--- src/rtl/qspi_postcode_pkg.sv ---
// -----------------------------------------------------------------------------
// qspi_postcode_pkg
// Shared definitions for the host-side QSPI POST-code reader: the frame-engine
// state encoding, frame layout, overrun limit and the saturating counter helper.
// No ports (package).
// -----------------------------------------------------------------------------
package qspi_postcode_pkg;

   typedef enum logic [1:0] {
      IDLE = 2'd0,
      LOW  = 2'd1,
      HIGH = 2'd2,
      DONE = 2'd3
   } state_t;

   localparam int         NIBBLES_PER_FRAME = 4;
   localparam logic [7:0] OVERRUN_MAX       = 8'hFF;

   // One frame as it leaves the shift register: first byte is the port 0x80 code.
   typedef struct packed {
      logic [7:0] code_80;
      logic [7:0] code_81;
   } frame_t;

   // Increment that sticks at OVERRUN_MAX instead of wrapping.
   function automatic logic [7:0] sat_inc(input logic [7:0] value);
      logic [7:0] result;
      if (value == OVERRUN_MAX) begin
         result = value;
      end else begin
         result = value + 8'd1;
      end
      return result;
   endfunction

endpackage

--- src/rtl/qspi_postcode_reader_fifo.sv ---
// -----------------------------------------------------------------------------
// postcode_fifo
// Synchronous first-word-fall-through FIFO of frames, used as the code history
// when QSPI_POSTCODE_HISTORY_EN is defined. A push while full succeeds only if
// a pop happens in the same cycle.
// Ports:
//   clk, rst       clock and synchronous active-high reset (clears contents)
//   push, wr_data  write request and frame to store
//   pop            read request; ignored while empty
//   rd_data        head entry (valid while !empty)
//   full, empty    occupancy flags
// -----------------------------------------------------------------------------
module postcode_fifo
   import qspi_postcode_pkg::*;
#(
   parameter int DEPTH = 8
) (
   input  logic   clk,
   input  logic   rst,
   input  logic   push,
   input  frame_t wr_data,
   input  logic   pop,
   output frame_t rd_data,
   output logic   full,
   output logic   empty
);

   localparam int AW = (DEPTH > 1) ? $clog2(DEPTH) : 1;

   frame_t          mem [DEPTH];
   logic [AW-1:0]   wr_ptr;
   logic [AW-1:0]   rd_ptr;
   logic [AW:0]     count;
   logic            wr_en;
   logic            rd_en;

   assign full    = (count == (AW+1)'(DEPTH));
   assign empty   = (count == {(AW+1){1'b0}});
   assign rd_en   = pop && !empty;
   // A full FIFO can still accept a write when the head leaves in the same cycle.
   assign wr_en   = push && (!full || rd_en);
   assign rd_data = mem[rd_ptr];

   // Storage, pointers and occupancy count.
   always_ff @(posedge clk) begin
      if (rst) begin
         wr_ptr <= {AW{1'b0}};
         rd_ptr <= {AW{1'b0}};
         count  <= {(AW+1){1'b0}};
         for (int i = 0; i < DEPTH; i++) begin
            mem[i] <= frame_t'(16'h0000);
         end
      end else begin
         if (wr_en) begin
            mem[wr_ptr] <= wr_data;
            wr_ptr      <= wr_ptr + {{(AW-1){1'b0}}, 1'b1};
         end
         if (rd_en) begin
            rd_ptr <= rd_ptr + {{(AW-1){1'b0}}, 1'b1};
         end
         case ({wr_en, rd_en})
            2'b10:   count <= count + {{AW{1'b0}}, 1'b1};
            2'b01:   count <= count - {{AW{1'b0}}, 1'b1};
            default: count <= count;
         endcase
      end
   end

endmodule

--- src/rtl/qspi_postcode_reader.sv ---
// -----------------------------------------------------------------------------
// qspi_postcode_reader
// Host-side QSPI master for the LPC POST-code debug tool. On a rising edge of
// the (synchronized) interrupt it clocks in one 4-nibble frame, MSB first, and
// presents code_80/code_81 through a valid/ready handshake. Interrupts that
// arrive mid-frame collapse into one pending read.
// Build option: define QSPI_POSTCODE_HISTORY_EN to replace the single holding
// register with a FIFO_DEPTH-entry history FIFO (postcode_fifo).
// Ports:
//   host_clk, host_rst   clock and synchronous active-high reset
//   qspi_int             asynchronous new-code interrupt from the debug tool
//   qspi_in[3:0]         data nibble, stable while qspi_clk is high
//   qspi_clk             generated QSPI clock, idles low
//   busy                 frame in progress
//   code_valid/ready     output handshake
//   code_80, code_81     received codes
//   overrun_cnt          dropped frames, saturating at 255
// -----------------------------------------------------------------------------
module qspi_postcode_reader
   import qspi_postcode_pkg::*;
#(
   parameter int CLK_DIV    = 4,
   parameter int FIFO_DEPTH = 8
) (
   input  logic       host_clk,
   input  logic       host_rst,
   input  logic       qspi_int,
   input  logic [3:0] qspi_in,
   output logic       qspi_clk,
   output logic       busy,
   output logic       code_valid,
   input  logic       code_ready,
   output logic [7:0] code_80,
   output logic [7:0] code_81,
   output logic [7:0] overrun_cnt
);

   localparam logic [7:0] DIV_LAST = 8'(CLK_DIV - 1);
   localparam logic [1:0] NIB_LAST = 2'(NIBBLES_PER_FRAME - 1);

   logic       int_s1;
   logic       int_s2;
   logic       int_d;
   logic       int_rise;

   state_t     state;
   state_t     state_next;
   logic [7:0] div_cnt;
   logic [7:0] div_cnt_next;
   logic [1:0] nib_cnt;
   logic [1:0] nib_cnt_next;
   logic [15:0] shift;
   logic [15:0] shift_next;
   logic       pending;
   logic       pending_next;
   logic       qspi_clk_next;
   logic       busy_next;
   logic       frame_done;
   frame_t     done_frame;

   assign int_rise   = int_s2 && !int_d;
   assign frame_done = (state == DONE);
   assign done_frame = frame_t'(shift);

   // Two-stage synchronizer plus the delayed copy used for edge detection.
   always_ff @(posedge host_clk) begin
      if (host_rst) begin
         int_s1 <= 1'b0;
         int_s2 <= 1'b0;
         int_d  <= 1'b0;
      end else begin
         int_s1 <= qspi_int;
         int_s2 <= int_s1;
         int_d  <= int_s2;
      end
   end

   // Frame engine state and the registered qspi_clk/busy outputs.
   always_ff @(posedge host_clk) begin
      if (host_rst) begin
         state    <= IDLE;
         div_cnt  <= 8'd0;
         nib_cnt  <= 2'd0;
         shift    <= 16'h0000;
         pending  <= 1'b0;
         qspi_clk <= 1'b0;
         busy     <= 1'b0;
      end else begin
         state    <= state_next;
         div_cnt  <= div_cnt_next;
         nib_cnt  <= nib_cnt_next;
         shift    <= shift_next;
         pending  <= pending_next;
         qspi_clk <= qspi_clk_next;
         busy     <= busy_next;
      end
   end

   // Next-state logic for the frame engine.
   always_comb begin
      state_next   = state;
      div_cnt_next = div_cnt;
      nib_cnt_next = nib_cnt;
      shift_next   = shift;
      // An edge seen while a frame runs is remembered; repeats collapse into it.
      pending_next = pending || int_rise;

      case (state)
         IDLE: begin
            if (int_rise || pending) begin
               state_next   = LOW;
               div_cnt_next = 8'd0;
               nib_cnt_next = 2'd0;
               pending_next = 1'b0;
            end else begin
               state_next   = IDLE;
            end
         end
         LOW: begin
            if (div_cnt == DIV_LAST) begin
               state_next   = HIGH;
               div_cnt_next = 8'd0;
            end else begin
               div_cnt_next = div_cnt + 8'd1;
            end
         end
         HIGH: begin
            if (div_cnt == DIV_LAST) begin
               // Sample just before qspi_clk falls; the slave changes data on the fall.
               shift_next   = {shift[11:0], qspi_in};
               nib_cnt_next = nib_cnt + 2'd1;
               div_cnt_next = 8'd0;
               if (nib_cnt == NIB_LAST) begin
                  state_next = DONE;
               end else begin
                  state_next = LOW;
               end
            end else begin
               div_cnt_next = div_cnt + 8'd1;
            end
         end
         DONE: begin
            state_next = IDLE;
         end
         default: begin
            state_next = IDLE;
         end
      endcase

      qspi_clk_next = (state_next == HIGH);
      busy_next     = (state_next != IDLE);
   end

`ifdef QSPI_POSTCODE_HISTORY_EN

   logic   fifo_full;
   logic   fifo_empty;
   logic   fifo_push;
   logic   fifo_pop;
   frame_t head;

   assign fifo_pop   = !fifo_empty && code_ready;
   assign fifo_push  = frame_done;
   assign code_valid = !fifo_empty;
   assign code_80    = head.code_80;
   assign code_81    = head.code_81;

   postcode_fifo #(
      .DEPTH   (FIFO_DEPTH)
   ) u_fifo (
      .clk     (host_clk),
      .rst     (host_rst),
      .push    (fifo_push),
      .wr_data (done_frame),
      .pop     (fifo_pop),
      .rd_data (head),
      .full    (fifo_full),
      .empty   (fifo_empty)
   );

   // Count frames lost because the history is full and nothing leaves this cycle.
   always_ff @(posedge host_clk) begin
      if (host_rst) begin
         overrun_cnt <= 8'd0;
      end else if (frame_done && fifo_full && !fifo_pop) begin
         overrun_cnt <= sat_inc(overrun_cnt);
      end
   end

`else

   // Single holding register: a new frame replaces the old one only once it is read.
   always_ff @(posedge host_clk) begin
      if (host_rst) begin
         code_valid  <= 1'b0;
         code_80     <= 8'd0;
         code_81     <= 8'd0;
         overrun_cnt <= 8'd0;
      end else if (frame_done) begin
         if (!code_valid || code_ready) begin
            code_80    <= done_frame.code_80;
            code_81    <= done_frame.code_81;
            code_valid <= 1'b1;
         end else begin
            overrun_cnt <= sat_inc(overrun_cnt);
         end
      end else if (code_valid && code_ready) begin
         code_valid <= 1'b0;
      end
   end

`endif

endmodule

--- config.mk ---
export PLATFORM = sky130hd
export DESIGN_NAME = qspi_postcode_reader
export DESIGN_NICKNAME = d
export VERILOG_FILES = /design/src/rtl/qspi_postcode_pkg.sv /design/src/rtl/qspi_postcode_reader_fifo.sv /design/src/rtl/qspi_postcode_reader.sv
export SDC_FILE = /design/constraint.sdc
export NUM_CORES = 1
export LEC_CHECK = 0
export ABC_AREA = 0
export CORE_ASPECT_RATIO = 1.25
export CORE_UTILIZATION = 53
export DETAILED_ROUTE_END_ITERATION = 16
export HOLD_SLACK_MARGIN = 0.02
export PLACE_DENSITY = 0.88
export SLEW_MARGIN = 20
export SYNTH_ARGS = -nofsm -noshare
export SYNTH_HDL_FRONTEND = slang
export SYNTH_SLANG_ARGS = --single-unit
--- constraint.sdc ---
create_clock -name host_clk -period 1.9 [get_ports host_clk]
set_input_delay 0.38 -clock host_clk [delete_from_list [all_inputs] [get_ports host_clk]]
set_output_delay 0.38 -clock host_clk [all_outputs]
set_load 0.1 [all_outputs]
Yosys cells after proc, flatten, opt, wreduce, memory -nomap -nowiden
Index checks and enable logic that the tools add are counted.
{ "totals": {"reg_bits": 59, "inputBits": 8, "output_inout_bits": 27, "word_cells": 62} }
{ "op_classes": {"add_sub_neg": 3, "n_eq_ne": 10, "muxes": 14, "bitwise_logic": 2, "n_reduce_logical": 19} }
{ "ops": {"columns": ["op", "n"], "rows": [
  ["adder 8 x 1 -> 8 bit, second input constant", 2],
  ["two-way mux 8 bit", 2],
  ["one-hot mux 8 bit (2 select lines)", 1],
  ["two-way mux 2 bit", 5],
  ["equality test 2 bit, second input constant", 4],
  ["equality test 8 x 2 -> 1 bit, second input constant", 1],
  ["equality test 8 bit, second input constant", 1],
  ["one-hot mux 2 bit (4 select lines)", 1],
  ["AND reduction 2 bit", 4],
  ["nonzero test 2 bit", 4],
  ["AND reduction 3 bit", 2],
  ["two-way mux 1 bit", 4],
  ["inequality test 2 bit, second input constant", 2],
  ["one-hot mux 2 bit (2 select lines)", 1],
  ["OR reduction 2 bit", 2],
  ["adder 2 x 1 -> 2 bit, second input constant", 1],
  ["equality test 2 x 1 -> 1 bit, second input constant", 1],
  ["logical AND 1 bit", 2],
  ["zero test 1 bit", 2],
  ["zero test 2 bit", 1],
  ["logical OR 1 bit", 2],
  ["inequality test 2 x 1 -> 1 bit, second input constant", 1],
  ["NOT 1 bit", 2]
]} }

Logic depth before layout (Yosys ltp)
{ "logic_depth": {"word_depth": 6, "depth_mapped": 7, "depth_no_buf": 6} }

Least setup slack after synthesis
No wires, ideal clock.
{ "synth_timing": {"kind": "flip-flop to flip-flop", "from": "reg overrun_cnt[0]", "to": "reg overrun_cnt[4]", "setup_ps": 128, "arrival_time_ps": 2067, "setup_slack_ps": -294, "stages_incl_launch_ff": 6, "path_buffers": 0, "period_less_slack_ps": 2194, "cell_sequence": "dfxtp_1 ha_1 nand2_1 a2111oi_0 xnor2_1 nor2_1"} }
{ "synth_via": {"elab_chain_len": 3, "word_cells_on_any_way": 4, "classes_between": "add/sub (1); eq/ne (1); bitwise (1); reduce/logical (1)"} }
{ "synth_lines": {"columns": ["element", "line", "text"], "rows": [
  ["start: declaration", "qspi_postcode_reader.sv:35", "output logic [7:0] overrun_cnt"],
  ["start signal: assignment", "qspi_postcode_reader.sv:205", "overrun_cnt <= sat_inc(overrun_cnt);"],
  ["parallel branches: the longest is 3 deep, another holds adder 8 x 1 -> 8 bit", null, null]
]} }
Several ways; the timed one is not identified.
A chain may end at the register's enable or synchronous reset.

Worst setup path after layout
{ "layout_timing": {"from": "reg div_cnt[1]", "to": "reg busy"} }
{ "layout_via": {"elab_chain_len": 4, "word_cells_on_any_way": 5, "classes_between": "eq/ne (1); mux (3); reduce/logical (1)"} }
{ "layout_lines": {"columns": ["element", "line", "text"], "rows": [
  ["start: declaration", "qspi_postcode_reader.sv:48", "logic [7:0] div_cnt;"],
  ["start signal: assignment", "qspi_postcode_reader.sv:90", "div_cnt <= div_cnt_next;"],
  ["equality test 8 x 2 -> 1 bit *", "qspi_postcode_reader.sv:120, qspi_postcode_reader.sv:128", null],
  ["two-way mux 2 bit (on tied branches)", "qspi_postcode_reader.sv:128, qspi_postcode_reader.sv:120", null],
  ["one-hot mux 2 bit (4 select lines) *", "qspi_postcode_reader.sv:108", "case (state)"],
  ["nonzero test 2 bit *", "qspi_postcode_reader.sv:151", "busy_next = (state_next != IDLE);"],
  ["end signal: assignment", "qspi_postcode_reader.sv:95", "busy <= busy_next;"],
  ["end: declaration", "qspi_postcode_reader.sv:30", "output logic busy,"]
]} }
Mark *: on every way between the ends. The rest lies on a longest branch, timed or not.

==> flow_summary_export.csv <==
group,metric,value,unit
critical_path,worstSetupPathType,"register to register",
sta,final.setup.tns,0,ns
sta,setup_viol,0,
critical_path,rr_startpoint,"div_cnt[1]$_SDFFE_PP0P_",
status,status,"completed",
synthesis,synth_flop_cell,"dfxtp_1",
sta,clock_skew,0.0107,ns
drt,dr_wl_met3,238,um
drt,drtAntennaViolNets,0,
grt,grt_use_total,22.9,%
floorplanning,rows,27,
placement,gp_congestion,0.857,
final_layout,finalNetCount,329,
drt,top_layer_used,"met4",
sta,rsz0062_at_grt,"no",
placement,portBuffers,34,
worst_hold_path,hold_start,"host_rst",
cts,cts_tree,"done",
critical_path,critPathRequiredTime,2.13,ns
drt,avgRoutedWirePerCell,13.8,um
placement,dpl.hpwl,3.58,mm
critical_path,path_max_fanout,5,
cts,clock_path_buffers,2,
cts,cts_made_buffers,9,
synthesis,netlist_area,0.00246,mm^2
critical_path,cp-end-kind,"register",
synthesis,ys_types,46,
critical_path,start_kind,"register",
synthesis,synth-adder-area-share,3.56,%
grt,grt_pass1_wl,8.69,mm
critical_path,cpMaxStageDelayCell,"or4b_1",
synthesis,ys.warnings.count,0,
power,p_leak,0.00128,uW
floorplanning,die_area,0.00492,mm^2
drt,avgViaCountPerCell,5.40,
sta,hold_viol_final,0,
final_layout,diodes,0,
floorplanning,die_w,63.0,um
sta,finalHoldWorstSlack,0.438,ns
drt,drtIter0Drc,95,
cts,clock-root-buffer,"clkbuf_8",
sta,drv_slew,0,
grt,overflow,0,
critical_path,critical-path-top-delay-family,"simple AND/OR/NAND/NOR gates",
worst_hold_path,hold_path_class,"input pin to register",
drt,first_pass_iters,4,
sta,tightest_slew,0.497,ns
synthesis,synthArstFlopShare,0,%
floorplanning,die_h,78.2,um
sta,slew_headroom,66.0,%
sta,min_period,1.82,ns
power,ir_worst_vdd,0.584,mV
sta,fmax,550,MHz
power,pwr_density_cell,883,mW/mm^2
final_layout,syn_to_final_growth,26.9,%
floorplanning,start_util,55.6,%
critical_path,cp_cell_sequence,"ha_4 > or4b_1 > o21ai_2 > a2111oi_2 > or2_2",
synthesis,synth_top_family_by_area,"simple AND/OR/NAND/NOR gates",
floorplanning,core_area,0.00443,mm^2
synthesis,synth_compound_area_share,13.0,%
grt,grt_antenna_before_repair,0,
synthesis,synth_simple_gate_area_share,22.5,%
synthesis,syn_nets,286,
cts,h-tree-depth,3,
cts,insertion_delay,0.35,ns
synthesis,synth_xor_area_share,2.85,%
drt,wl_met2,2.70,mm
cts,clk_pin_slew,0.07,ns
critical_path,worst-path-buf-inv,0,
critical_path,cp_slowest_stage_delay,0.50,ns
final_layout,layout-drive-gt1-share,22.9,%
drt,totalWireLength,5.19,mm
cts,cts.sinks,59,
grt,grt_start_max_net_pins,33,
critical_path,ff2ff_setup_slack,0.08,ns
synthesis,ys_ff_latch,59,
synthesis,avgSynthCellArea,9.08,um^2
synthesis,netlist_instances,271,
drt,wl_met1,2.12,mm
drt,via_count,2034,
synthesis,seq_area_frac_synth,48.0,%
critical_path,critical_path_arrival,2.05,ns
floorplanning,num_io_pins,35,
sta,timing.final.crit_share,95.6,%
grt,first_global_vias,1999,
synthesis,muxShareOfSynthArea,6.91,%
drt,drc,0,
final_layout,n_fill_cell,335,
synthesis,synth-edff-count,0,
critical_path,startpoint,"div_cnt[1]$_SDFFE_PP0P_",
run,maxCapViolCount,0,
==> what timing repair did <==
item                                   in CTS  in global routing
endpoints found under the hold margin       0                  0
hold buffers                                0                  0
setup endpoints to repair                   0                 22
gates resized for setup                     0                  5
buffers inserted                            0                  1
==> registers in the layout (all words and copies together), names as in the netlist, 2 cells and up <==
register,count
done_frame,16
code_80,8
code_81,8
div_cnt,8
overrun_cnt,8
nib_cnt,2
state,2
==> worst reg2reg max path: cells and delay by family, from the launching register on <==
family / cells / cell delay (ns)
and+or+nand+nor: 2 / 0.79
DFF: 1 / 0.43
AOI/OAI and AO/OA: 2 / 0.30
adders and majority gates: 1 / 0.19
==> final cells by class <==
| cell class | instances | area (um^2) | area share [%] |
|---|---|---|---|
| Multi-Input combinational cell | 193 | 1230 | 39.2 |
| Clock inverter | 7 | 124 | 3.96 |
| Tap cell | 58 | 72.6 | 2.32 |
| Sequential cell | 59 | 1190 | 38.2 |
| Timing Repair Buffer | 45 | 363 | 11.6 |
| Inverter | 6 | 22.5 | 0.721 |
| Clock buffer | 9 | 124 | 3.96 |
==> cells by family after synthesis <==
logic type / after synthesis
multiplexers: 17
XOR/XNOR: 8
AND/OR/NAND/NOR: 110
buffers and inverters: 19
flip-flops: 59
AO/OA/AOI/OAI: 51
adder cells (fa/ha/maj): 7
==> power breakdown <==
part / internal (uW) / switching, uW
registers: 1240 / 3.34
logic: 37.5 / 61.6
clock network: 881 / 532
==> cell usage after synthesis (2+ instances only) <==
master	count	area share (%)
nor2b_1	7	1.8
or3_1	3	0.76
a211oi_1	6	1.8
dfxtp_1	59	48
nor2_1	30	4.6
inv_1	6	0.92
xnor2_1	7	2.5
a21boi_0	3	0.92
nand2b_1	4	1.0
nand2_1	43	6.6
mux2i_1	17	6.9
o21ai_0	4	0.81
clkbuf_1	10	1.5
nand3_1	4	0.81
or4_1	4	1.2
o31ai_1	3	0.92
ha_1	7	3.6
and4_1	2	0.71
a21oi_1	25	5.1
==> placed cells by master (no fill, tap or decap), types with 2 or more instances in the layout <==
| cell | instances |
|---|---|
| a21boi_0 | 3 |
| a211oi_1 | 6 |
| bufinv_16 | 3 |
| ha_1 | 6 |
| nand2b_1 | 4 |
| dfxtp_2 | 9 |
| buf_4 | 37 |
| clkbuf_8 | 9 |
| xnor2_1 | 7 |
| nor2_1 | 30 |
| or3_1 | 3 |
| and4_1 | 2 |
| inv_1 | 6 |
| inv_6 | 2 |
| nand2_1 | 43 |
| nor2b_1 | 7 |
| clkdlybuf4s50_1 | 6 |
| dfxtp_1 | 50 |
| or4_1 | 4 |
| nand3_1 | 4 |
| mux2i_1 | 17 |
| o21ai_0 | 4 |
| o31ai_1 | 3 |
| a21oi_1 | 25 |
==> through the flow <==
| stage | setup slack, ns | total power (uW) | util (%) | instance area [um^2] | cells |
|---|---|---|---|---|---|
| after floorplan | 0.0163 | 1330 | - | 2470 | 271 |
| after global placement | 0.0622 | 1370 | 64.2 | 2840 | 360 |
| after detailed placement | 0.0252 | 1370 | 64.2 | 2840 | 360 |
| after CTS | 0.0125 | 2780 | 69.8 | 3090 | 376 |
| after global routing | 0.0101 | 2850 | 70.6 | 3120 | 377 |
| final | 0.0828 | 2760 | 70.6 | 3120 | 377 |
==> path summary, 6_finish.rpt <==
| check | end | depth (start not counted) |
|---|---|---|
| setup / recovery | busy$_SDFF_PP0_ | 5 |
| hold / removal | overrun_cnt[4]$_SDFFE_PP0P_ | 2 |
| setup reg to reg | busy$_SDFF_PP0_ | 5 |
| hold reg to reg | int_s2$_SDFF_PP0_ | 1 |
==> layer usage <==
layer / global-route usage, % / vias to the layer above
met5: 0 / -
met3: 7.99 / 15
met2: 39.0 / 49
li1: - / 1022
met1: 24.8 / 948
met4: 11.9 / 0
(Power assumes the default switching activity.)
